### src/rtl/mem_port_arbiter.sv
// mem_port_arbiter
// ----------------
// Shares one physical memory port between two requesters:
//   m0 : MMU downstream request port
//   m1 : boot loader / debug master
// Each requester pulses a request (at most one outstanding). The pulse is
// granted straight away when the port is idle, or parked in a 1-entry buffer
// for that requester. Grants are round-robin, one transaction at a time. The
// memory response is returned to the granted requester one cycle later.
//
// Handshake semantics (all pulse based, no back-pressure):
//   mN_request_enable  : one-cycle pulse; fields mN_req_* sampled in that cycle.
//   request_enable     : one-cycle pulse to memory; req_* held through WAIT.
//   response_enable    : one-cycle pulse from memory; only honoured in WAIT.
//   mN_response_enable : one-cycle pulse; mN_resp_data held until next response.
//
// Ports:
//   clk, rst                      clock, synchronous active-high reset
//   mN_request_enable/req_*       requester N request (N = 0, 1)
//   mN_response_enable/resp_data  requester N response
//   request_enable/req_*          granted request towards memory
//   response_enable/resp_data     memory response
//   busy                          high while a transaction is outstanding (WAIT)
//   protocol_err                  sticky: request pulse while previous one unfinished
//   timeout_err                   sticky watchdog flag
//   dbg_state                     FSM state (0 = IDLE, 1 = WAIT)
//
// Build option: define ARB_TIMEOUT_EN to enable the WAIT watchdog. Without
// it WAIT lasts until response_enable and timeout_err is tied to 0.

module mem_port_arbiter #(
  parameter int unsigned TIMEOUT_CYCLES = 1024,
  parameter logic [31:0] ERR_DATA       = 32'hDEADBEEF
) (
  input  logic        clk,
  input  logic        rst,
  input  logic        m0_request_enable,
  input  logic        m0_req_mode,
  input  logic [31:0] m0_req_addr,
  input  logic [31:0] m0_req_wdata,
  input  logic [3:0]  m0_req_wstrb,
  output logic        m0_response_enable,
  output logic [31:0] m0_resp_data,
  input  logic        m1_request_enable,
  input  logic        m1_req_mode,
  input  logic [31:0] m1_req_addr,
  input  logic [31:0] m1_req_wdata,
  input  logic [3:0]  m1_req_wstrb,
  output logic        m1_response_enable,
  output logic [31:0] m1_resp_data,
  output logic        request_enable,
  output logic        req_mode,
  output logic [31:0] req_addr,
  output logic [31:0] req_wdata,
  output logic [3:0]  req_wstrb,
  input  logic        response_enable,
  input  logic [31:0] resp_data,
  output logic        busy,
  output logic        protocol_err,
  output logic        timeout_err,
  output logic        dbg_state
);

  localparam logic [0:0] ST_IDLE = 1'b0;
  localparam logic [0:0] ST_WAIT = 1'b1;

  // Requester inputs gathered into arrays indexed by requester id.
  logic [1:0]  w_in_en;
  logic        w_in_mode  [2];
  logic [31:0] w_in_addr  [2];
  logic [31:0] w_in_wdata [2];
  logic [3:0]  w_in_wstrb [2];

  assign w_in_en       = {m1_request_enable, m0_request_enable};
  assign w_in_mode[0]  = m0_req_mode;
  assign w_in_mode[1]  = m1_req_mode;
  assign w_in_addr[0]  = m0_req_addr;
  assign w_in_addr[1]  = m1_req_addr;
  assign w_in_wdata[0] = m0_req_wdata;
  assign w_in_wdata[1] = m1_req_wdata;
  assign w_in_wstrb[0] = m0_req_wstrb;
  assign w_in_wstrb[1] = m1_req_wstrb;

  logic [0:0]  r_state;
  logic        r_gnt_id;
  logic        r_rr_last;
  logic        r_req_en;
  logic        r_req_mode;
  logic [31:0] r_req_addr;
  logic [31:0] r_req_wdata;
  logic [3:0]  r_req_wstrb;
  logic [1:0]  r_m_resp_en;
  logic [31:0] r_m_resp_data [2];
  logic        r_protocol_err;

  logic [1:0]  r_buf_vld;
  logic        r_buf_mode  [2];
  logic [31:0] r_buf_addr  [2];
  logic [31:0] r_buf_wdata [2];
  logic [3:0]  r_buf_wstrb [2];

  logic        w_idle;
  logic [1:0]  w_cand;
  logic        w_gnt_valid;
  logic        w_gnt_id;
  logic        w_sel_mode;
  logic [31:0] w_sel_addr;
  logic [31:0] w_sel_wdata;
  logic [3:0]  w_sel_wstrb;
  logic [1:0]  w_inflight;
  logic [1:0]  w_err;
  logic [1:0]  w_cap;
  logic [1:0]  w_clr;
  logic        w_timeout_fire;

  assign w_idle = (r_state == ST_IDLE);

  always_comb begin
    // A buffered request or a fresh pulse (bypass) both compete in IDLE,
    // so a pulse into an idle port costs no extra cycle.
    w_cand      = r_buf_vld | w_in_en;
    w_gnt_valid = w_idle && (w_cand != 2'b00);
    // On a tie the requester that did not win last time goes first.
    w_gnt_id    = (w_cand == 2'b11) ? ~r_rr_last : w_cand[1];
    w_sel_mode  = r_buf_vld[w_gnt_id] ? r_buf_mode[w_gnt_id]  : w_in_mode[w_gnt_id];
    w_sel_addr  = r_buf_vld[w_gnt_id] ? r_buf_addr[w_gnt_id]  : w_in_addr[w_gnt_id];
    w_sel_wdata = r_buf_vld[w_gnt_id] ? r_buf_wdata[w_gnt_id] : w_in_wdata[w_gnt_id];
    w_sel_wstrb = r_buf_vld[w_gnt_id] ? r_buf_wstrb[w_gnt_id] : w_in_wstrb[w_gnt_id];
    w_inflight  = 2'b00;
    w_err       = 2'b00;
    w_cap       = 2'b00;
    w_clr       = 2'b00;
    for (int i = 0; i < 2; i++) begin
      w_inflight[i] = !w_idle && (r_gnt_id == 1'(i));
      // Pulse while the requester already has something pending is dropped.
      w_err[i]      = w_in_en[i] && (r_buf_vld[i] || w_inflight[i]);
      w_clr[i]      = w_gnt_valid && (w_gnt_id == 1'(i));
      // A bypassed pulse that wins the grant this cycle is not buffered.
      w_cap[i]      = w_in_en[i] && !r_buf_vld[i] && !w_inflight[i] && !w_clr[i];
    end
  end

`ifdef ARB_TIMEOUT_EN
  localparam int CNT_W = $clog2(TIMEOUT_CYCLES + 1);

  logic [CNT_W-1:0] r_wait_cnt;
  logic             r_timeout_err;

  // A real response in the expiry cycle takes precedence over the watchdog.
  assign w_timeout_fire = !w_idle && !response_enable &&
                          (r_wait_cnt == CNT_W'(TIMEOUT_CYCLES - 1));

  always_ff @(posedge clk) begin
    if (rst) begin
      r_wait_cnt    <= '0;
      r_timeout_err <= 1'b0;
    end else begin
      // Held at zero in IDLE, so it starts at zero on every WAIT entry.
      if (w_idle) r_wait_cnt <= '0;
      else        r_wait_cnt <= r_wait_cnt + 1'b1;
      if (w_timeout_fire) r_timeout_err <= 1'b1;
    end
  end

  assign timeout_err = r_timeout_err;
`else
  logic w_unused_cfg;
  assign w_unused_cfg   = ^32'(TIMEOUT_CYCLES);
  assign w_timeout_fire = 1'b0;
  assign timeout_err    = 1'b0;
`endif

  always_ff @(posedge clk) begin
    if (rst) begin
      r_state        <= ST_IDLE;
      r_gnt_id       <= 1'b0;
      r_rr_last      <= 1'b1;
      r_req_en       <= 1'b0;
      r_req_mode     <= 1'b0;
      r_req_addr     <= '0;
      r_req_wdata    <= '0;
      r_req_wstrb    <= '0;
      r_m_resp_en    <= '0;
      r_protocol_err <= 1'b0;
      r_buf_vld      <= '0;
      for (int i = 0; i < 2; i++) begin
        r_m_resp_data[i] <= '0;
        r_buf_mode[i]    <= 1'b0;
        r_buf_addr[i]    <= '0;
        r_buf_wdata[i]   <= '0;
        r_buf_wstrb[i]   <= '0;
      end
    end else begin
      r_req_en    <= 1'b0;
      r_m_resp_en <= '0;
      if (w_err != 2'b00) r_protocol_err <= 1'b1;

      for (int i = 0; i < 2; i++) begin
        if (w_clr[i]) begin
          r_buf_vld[i] <= 1'b0;
        end else if (w_cap[i]) begin
          r_buf_vld[i]   <= 1'b1;
          r_buf_mode[i]  <= w_in_mode[i];
          r_buf_addr[i]  <= w_in_addr[i];
          r_buf_wdata[i] <= w_in_wdata[i];
          r_buf_wstrb[i] <= w_in_wstrb[i];
        end
      end

      case (r_state)
        ST_IDLE: begin
          // response_enable here is stray and deliberately ignored.
          if (w_gnt_valid) begin
            r_state     <= ST_WAIT;
            r_req_en    <= 1'b1;
            r_req_mode  <= w_sel_mode;
            r_req_addr  <= w_sel_addr;
            r_req_wdata <= w_sel_wdata;
            r_req_wstrb <= w_sel_wstrb;
            r_gnt_id    <= w_gnt_id;
            r_rr_last   <= w_gnt_id;
          end
        end
        ST_WAIT: begin
          if (response_enable || w_timeout_fire) begin
            r_state                 <= ST_IDLE;
            r_m_resp_en[r_gnt_id]   <= 1'b1;
            r_m_resp_data[r_gnt_id] <= response_enable ? resp_data : ERR_DATA;
          end
        end
        default: r_state <= ST_IDLE;
      endcase
    end
  end

  assign request_enable     = r_req_en;
  assign req_mode           = r_req_mode;
  assign req_addr           = r_req_addr;
  assign req_wdata          = r_req_wdata;
  assign req_wstrb          = r_req_wstrb;
  assign m0_response_enable = r_m_resp_en[0];
  assign m1_response_enable = r_m_resp_en[1];
  assign m0_resp_data       = r_m_resp_data[0];
  assign m1_resp_data       = r_m_resp_data[1];
  assign busy               = (r_state == ST_WAIT);
  assign protocol_err       = r_protocol_err;
  assign dbg_state          = r_state[0];

endmodule

### config.mk
export PLATFORM = sky130hd
export DESIGN_NAME = mem_port_arbiter
export DESIGN_NICKNAME = d
export VERILOG_FILES = /design/src/rtl/mem_port_arbiter.sv
export SDC_FILE = /design/constraint.sdc
export NUM_CORES = 1
export LEC_CHECK = 0
export ABC_AREA = 1
export BUFFER_PORTS_ARGS = -buffer_cell sky130_fd_sc_hd__buf_2
export CORE_ASPECT_RATIO = 0.75
export CORE_MARGIN = 1
export CORE_UTILIZATION = 43
export CTS_CLUSTER_SIZE = 25
export DETAILED_ROUTE_END_ITERATION = 8
export PLACE_DENSITY = 0.71
export SYNTH_ARGS = -nofsm -noshare
export SYNTH_HDL_FRONTEND = slang
export SYNTH_SLANG_ARGS = --single-unit
### constraint.sdc
create_clock -name clk -period 4.25 [get_ports clk]
set_input_delay 0.85 -clock clk [delete_from_list [all_inputs] [get_ports clk]]
set_output_delay 0.85 -clock clk [all_outputs]
set_load 0.02 [all_outputs]
-- Word level (Yosys, flattened, before mapping)
Memory sizes are Yosys's and may differ from the RTL's.
Index checks and enable logic that the tools add are counted.
- flip-flop bits (word level): 78
- bits in writable memories: 202
- input port bits: 175
- output and inout bits: 140
- logic and storage cells: 117
- memories kept: 5
- memory list (memory ; depth ; bits a word ; read ports ; clocked after Yosys merged registers in ; write ports ; RTL line ; RTL):
    r_buf_addr ; 2 ; 32 ; 1 ; 0 ; 2 ; 98 ; logic [31:0] r_buf_addr [2];
    r_buf_wdata ; 2 ; 32 ; 1 ; 0 ; 2 ; 99 ; logic [31:0] r_buf_wdata [2];
    r_m_resp_data ; 2 ; 32 ; 2 ; 0 ; 2 ; 93 ; logic [31:0] r_m_resp_data [2];
    r_buf_wstrb ; 2 ; 4 ; 1 ; 0 ; 2 ; 100 ; logic [3:0] r_buf_wstrb [2];
    r_buf_mode ; 2 ; 1 ; 1 ; 0 ; 2 ; 97 ; logic r_buf_mode [2];
- $lt $le $gt $ge: 4
- eq/ne operators: 1
- muxes and demuxes: 50
- bitwise logic cells: 15
- reductions and logical operators: 30
- operator list (operator ; count):
    $mux 32 ; 14
    $reduce_or 32->1 ; 1
    $mux 1 ; 28
    $mux 4 ; 6
    $logic_and 1x1->1 ; 14
    $or 1x1->1 ; 8
    $logic_not 1->1 ; 6
    $reduce_or 2->1 ; 3
    $not 1->1 ; 5
    $lt 1x2->1 const B ; 2
    $reduce_bool 2->1 ; 2
    $reduce_or 3->1 ; 1
    $eq 2x2->1 const B ; 1
    $ge 2x2->1 const B ; 1
    $logic_or 1x1->1 ; 2
    $not 1->2 ; 1
    $or 2x2->2 ; 1
    $pmux 1 s2 ; 1
    $reduce_and 2->1 ; 1
    $demux 1 s1 ; 1
    $ge 1x1->1 const B ; 1

-- Longest topological paths before layout
Gate-level depths: netlist of the first run.
- word-level depth: 12
- gate-level depth with buffers: 11
- gate-level depth less buffers: 9

-- Least setup slack after synthesis of the first run
OpenSTA, ideal clock, no wires.
- kind: in2reg
- start point: input m0_request_enable
- end point: memory r_buf_addr[0][0], enable pin
- library setup time: 429 ps
- arrival time: 2866 ps
- required time: 3821 ps
- path slack: 955 ps
- stages: 5
- buffers on the path: 0
- cell sequence: o21ai_2 > nand2_2 > nand2_1 > nand4_1 > nand2_1
- RTL lines (item ; RTL line ; RTL):
    from (decl) ; 37 ; input logic m0_request_enable,
    to (decl) ; 98 ;

==> results of run 1 <==
critical path, cell delays in order:
cell and delay [ns]:
buf_2 0.14, o21ai_4 0.17, buf_4 0.47, nand3_1 0.22
nand3_1 0.20, nand2_1 0.12, nand2_4 0.32, buf_12 0.29
nor2_1 0.08
registers in the layout, summed over array words and instances, names as in the netlist, 2 cells and up:
signal / count
r_buf_wdata: 64
r_buf_vld: 2
r_m_resp_en: 2
req_wstrb: 4
req_addr: 32
r_buf_wstrb: 8
req_wdata: 32
r_m_resp_data: 64
r_buf_mode: 2
r_buf_addr: 64
stage by stage:
stage          utilization (%)  setup slack, ns  hold WS, ns  std cells  instance area [sq um]
2_1_floorplan                -            0.955        0.443       1638                  13100
3_3_place_gp              50.0             1.11        0.450       2272                  15000
3_5_place_dp              50.0             1.06        0.453       2272                  15000
4_1_cts                   53.2             1.64        0.464       2328                  16000
5_1_grt                   53.2             1.45        0.477       2329                  16000
6_report                  53.2             1.61        0.463       2334                  16000
cell type report:
class / count / area (sq um)
clock buffers: 36 / 815
well taps: 399 / 499
fillers: 2842 / 14100
multi-input cells: 1072 / 4360
repair buffers: 339 / 1850
diodes: 6 / 15.0
flip-flops and latches: 280 / 7630
clock inverters: 20 / 151
inverters: 182 / 686
cells by family after synthesis:
logic type             after synthesis  synth area share [%]
DFF                                280                  58.1
other                                1                0.0286
AOI/OAI and AO/OA                   77                  3.06
buffers and inverters              286                  9.01
and+or+nand+nor                    994                  29.8
routing by layer:
layer  vias up  GRT usage (%)  share of wire, %
met1      5233           31.8                45
met4         4           4.87               1.6
met3        41           4.80               7.7
li1       5642              -                 -
met5         -              0             0.069
met2       434           36.2                46
worst min-delay path by stage:
stage	startpoint	slack (ns)	endpoint	cells past startpoint
after CTS	req_wstrb[0]	0.46	req_wstrb[0]	2
after global routing	req_wdata[19]	0.48	req_wdata[19]	2
after global placement	req_addr[12]	0.45	req_addr[12]	2
after detailed placement	req_mode	0.45	req_mode	2
after floorplan	r_gnt_id	0.44	r_gnt_id	2
final	req_addr[4]	0.46	req_addr[4]	2
power breakdown:
part / internal [mW] / switching (mW)
logic: 0.503 / 1.15
clock network: 1.48 / 1.09
registers: 3.28 / 0.108
total: 5.27 / 2.34
synth_stat cells:
master	instances	area share [%]
clkbuf_1	42	1.2
o21ai_0	1	0.038
nand4_1	1	0.048
nand3_1	142	5.4
o21ai_2	1	0.067
a21oi_4	1	0.12
nor2_2	1	0.048
inv_2	1	0.029
edfxtp_1	202	46
buf_2	34	1.3
nand2_2	1	0.048
dfxtp_1	78	12
conb_1	1	0.029
a31oi_1	1	0.048
buf_4	18	1.0
nor2_1	208	5.9
buf_1	10	0.29
nand2_1	641	18
inv_1	181	5.2
a21oi_1	73	2.8
==> reports/metrics.yaml, run 1 <==
clocking:
  clk_pin_slew_ns: 0.06
  cts_sinks: 280
  clockBufferDepth: 3
  cts_made_buffers: 30
  hold_buffers: 0
  clockRootBuffer: "clkbuf_16"
  post-cts-setup-buffers: 0
  clk_latency_ns: 0.56
  h-tree-depth: 1
  cts_tree: "yes"
  cts_resized: 0
sta:
  tightest_slew_ns: 1.05
  fmax_ghz: 0.379
  slew_headroom_pct: 30.0
  fin_skew_ns: 0.0196
  rsz0062_at_grt: "no"
  period_needed_ns: 2.64
  finalHoldViolations: 0
  drv_slew: 0
  post-route-period-util_pct: 62.0
  setup_viol: 0
  fin_tns_setup_ns: 0
drt:
  drc: 0
  post_drt_wl_per_cell_microns: 15.5
  first_pass_iters: 5
  ant_nets: 0
  wirelength_microns: 36200
  vias_per_cell: 4.86
  drt_iter0_markers: 743
  vias: 11354
global_route:
  grt_pass1_wl_microns: 56400
  grt_max_degree: 91
  antenna_found_initial: 7
  grtUsageTotal_pct: 22.7
  first_global_vias: 10563
  overflow: 0
synth:
  synth_area_sq_mm: 0.0131
  netlist_instances: 1638
  ys_ff_latch: 280
  synth_cell_type_count: 20
  avgSynthCellArea_sq_um: 8.02
  syn_nets: 1813
  seq_area_frac_synth_pct: 58.1
  ys_warn_count: 0
critical_path:
  crit_arrival_ns: 2.93
  worstPathRequired_ns: 4.54
  r2r-start: "r_buf_vld[0]"
  ff2ff_setup_slack_ns: 1.63
  endpoint_kind: "flop"
  critPathLaunchType: "input pin"
  critical_path.max_fanout: 56
  crit_path_end: "r_buf_addr[1][20]"
  critPathKind: "in2reg"
  critical_path.startpoint: "m0_request_enable"
  reg2reg_to: "r_buf_addr[1][20]"
  reg2reg_depth: 8
final_layout:
  mostFrequentLayoutCell: "nand2_1"
  layout-drive-gt1-share_pct: 20.6
  areaGrowthSynthToFinish_pct: 21.9
  final_cell_mix: "nand2_1 (636), buf_2 (312), nor2_1 (208)"
  fin_nets: 2080
floorplanning:
  die_area_sq_mm: 0.0313
  rows: 55
  initial_utilization_pct: 43.7
  die_w_microns: 204
  coreArea_sq_mm: 0.0301
  die_y_microns: 153
  ios: 315
min_path:
  hold_path.class: "reg2reg"
placement:
  place_hpwl_microns: 23300
  place.gp.congestion: 0.796
  io_buffers: 313
pwr:
  ir_worst_vdd_uv: 299
  powerDensity_mw_per_mm2: 475
  p_leak_nw: 8.29
  finalPower_mw: 7.61
job:
  cap_violations: 0
run_status:
  status: "complete, no violations"
No activity file was read; power rests on OpenSTA's default activity.
==> run 2, diff against run 1 <==
Settings changed: ABC_AREA 1 to 0.
Clock period 4.25 ns to 2.7 ns, I/O delays scaled along.
==> run 2 against run 1 <==
  * First-iteration DRC count up 63%
  * Total power up 54%
  * Largest power group unchanged
  * Synthesized cell count down 34%
  * Critical endpoint is now r_buf_addr[1][2]
==> reports/metrics.yaml, run 2 <==
run_status:
  status: "complete, no violations"
final_layout:
  largest_registers: "r_buf_addr: 64 flops, r_buf_wdata: 64 flops, r_m_resp_data: 64 flops"
  mostFrequentLayoutCell: "buf_2"
  final_cell_mix: "buf_2 (312), edfxtp_1 (202), nor4b_1 (139)"
  fin_util_pct: 53.7  # +0.49 points
  areaGrowthSynthToFinish_pct: 23.0
  fin_nets: 1493  # -28%
  layout-drive-gt1-share_pct: 29.7  # +9.1 points
  fillers: 2592  # -8.8%
pwr:
  ir_worst_vdd_uv: 530  # +77%
  powerDensity_mw_per_mm2: 727  # +53%
  p_leak_nw: 6.10  # -26%
drt:
  drt_iter0_markers: 1210  # +63%
  post_drt_wl_per_cell_microns: 20.4  # +32%
  wirelength_microns: 35800  # -1.0%
  ant_nets: 0  # unchanged
  first_pass_iters: 5  # unchanged
  vias_per_cell: 5.83  # +20%
  drc: 0  # unchanged
  vias: 10202  # -10%
synth:
  netlist_instances: 1076  # -34%
  synth_edf_count: 202  # unchanged
  ys_warn_count: 0  # unchanged
  synth_cell_type_count: 34  # +70%
  ys_ff_latch: 280  # unchanged
  synth_area_leaders: "edfxtp_1 (46%), dfxtp_1 (12%), nor4b_1 (9.3%)"
  async_flop_share_pct: 0  # unchanged
  synth_area_sq_mm: 0.0131  # about the same
  synth_common_cells: "edfxtp_1 (202), nor3b_1 (139), nor4b_1 (139), nand3_1 (138), dfxtp_1 (78)"
  ys.flop_type: "edfxtp_1"
  synth_top_area_share_pct: 46.2  # about the same
  seq_area_frac_synth_pct: 58.1  # about the same
  syn_nets: 1251  # -31%
  avgSynthCellArea_sq_um: 12.2  # +52%
  synth.most_common_cell: "edfxtp_1"
  synth_top_cell_by_area: "edfxtp_1"
clocking:
  clk_pin_slew_ns: 0.06  # about the same
  cts_sinks: 280  # unchanged
  clk_latency_ns: 0.55  # about the same
  cts_made_buffers: 30  # unchanged
  hold_buffers: 0  # unchanged
  h-tree-depth: 1  # unchanged
  post-cts-setup-buffers: 0  # unchanged
  cts_tree: "yes"
  clockBufferDepth: 3  # unchanged
  clockRootBuffer: "clkbuf_16"
  cts_resized: 0  # unchanged
floorplanning:
  die_y_microns: 153  # about the same
  rows: 55  # unchanged
  die_area_sq_mm: 0.0313  # about the same
  initial_utilization_pct: 43.7  # about the same
  coreArea_sq_mm: 0.0301  # unchanged
  ios: 315  # unchanged
  die_w_microns: 204  # about the same
critical_path:
  critPathKind: "reg2reg"
  endpoint_kind: "flop"
  worstPathRequired_ns: 2.87  # -1.67 ns
  ff2ff_setup_slack_ns: 0.35  # -1.28 ns
  crit_arrival_ns: 2.52  # -0.41 ns
  critical_path.max_fanout: 69  # +23%
  critPathLaunchType: "flop"
  reg2reg_depth: 4  # -4
sta:
  setup_viol: 0  # unchanged
  finalHoldViolations: 0  # unchanged
  fin_skew_ns: 0.00913  # -0.0105 ns
  rsz0062_at_grt: "no"
  drv_slew: 0  # unchanged
  slew_headroom_pct: 28.3  # -1.7 points
  setup_ws_ns: 0.353  # -1.26 ns
  period_needed_ns: 2.35
  fmax_ghz: 0.426
  fin_tns_setup_ns: 0  # unchanged
  tightest_slew_ns: 1.08  # +0.0260 ns
  post-route-period-util_pct: 86.9
  holdWs_ns: 0.223  # -0.240 ns
global_route:
  overflow: 0  # unchanged
  grtUsageTotal_pct: 22.2  # -0.58 points
  grt_max_degree: 106  # +16%
  antenna_found_initial: 13  # +6
  grt_pass1_wl_microns: 55400  # -1.8%
  first_global_vias: 9622  # -8.9%
placement:
  io_buffers: 313  # unchanged
  place_hpwl_microns: 21400  # -8.4%
  pre_cts_slack_ns: 0.226  # -0.834 ns
  place.gp.congestion: 0.821  # +3.2%
min_path:
  worstHoldPathCells: 3  # +1
  hold_path.class: "in2reg"
job:
  cap_violations: 0  # unchanged
==> run 2: changes by cell type in the layout (fill, tap and decap cells not counted), sizes merged, moves of 5 or more <==
cell    delta
clkinv     -6
diode      +5
inv      -178
and2      +65
a32oi     +69
nor3b    +139
mux2i     +69
nor4b    +140
nand2    -636
nor2     -204
clkbuf     +5
a21oi     -67
==> run 2: worst paths after layout <==
kind	startpoint	end
setup / recovery	r_rr_last	r_buf_addr[1][2]
hold / removal	m1_req_wstrb[0]	req_wstrb[0]
setup reg to reg	r_rr_last	r_buf_addr[1][2]
hold reg to reg	req_wdata[29]	req_wdata[29]
==> run 2: stage by stage <==
step / std cells / instance area, sq um / power (mW)
after detailed placement: 1685 / 15200 / 7.76
after global placement: 1685 / 15200 / 7.71
final: 1751 / 16200 / 11.7
after floorplan: 1076 / 13200 / 6.87
after CTS: 1740 / 16100 / 11.8
after global routing: 1744 / 16100 / 12.2
==> run 2: routing by layer <==
| metal | track usage, % | part of all wire [%] |
|---|---|---|
| met3 | 5.52 | 7.9 |
| met4 | 5.62 | 2.1 |
| met2 | 32.8 | 46 |
| met1 | 32.2 | 44 |
| met5 | 0 | 0.14 |
==> run 2: worst max-delay path, stage by stage, from the launching register on <==
cell and delay [ns]:
dfxtp_1 0.49, o21ai_0 0.21, nor2b_1 0.22, nand2_1 0.15
a21o_4 0.85
==> run 2: cell families after synthesis <==
| kind of cell | count (synthesis) | share of synthesized area, % |
|---|---|---|
| AND/OR/NAND/NOR | 505 | 26.6 |
| flip-flops | 280 | 58.1 |
| buffers and inverters | 134 | 4.46 |
| AO/OA/AOI/OAI | 87 | 5.63 |
| multiplexers | 69 | 5.26 |
| other | 1 | 0.0285 |
==> run 2: layout make-up <==
| cell class | count | area [sq um] | area share [%] |
|---|---|---|---|
| sequential | 280 | 7630 | 47.2 |
| multi-input combinational | 662 | 5010 | 31.0 |
| timing repair buffer | 341 | 2010 | 12.5 |
| clock buffer | 41 | 843 | 5.22 |
| tap | 399 | 499 | 3.09 |
| clock inverter | 14 | 120 | 0.744 |
| antenna | 11 | 27.5 | 0.170 |
| inverter | 3 | 11.3 | 0.0697 |
==> run 2: power by group <==
part / switching, mW / total, mW / internal, mW
Sequential: 0.186 / 5.35 / 5.17
Clock: 1.70 / 4.07 / 2.37
Combinational: 1.53 / 2.32 / 0.798
Total: 3.41 / 11.7 / 8.33
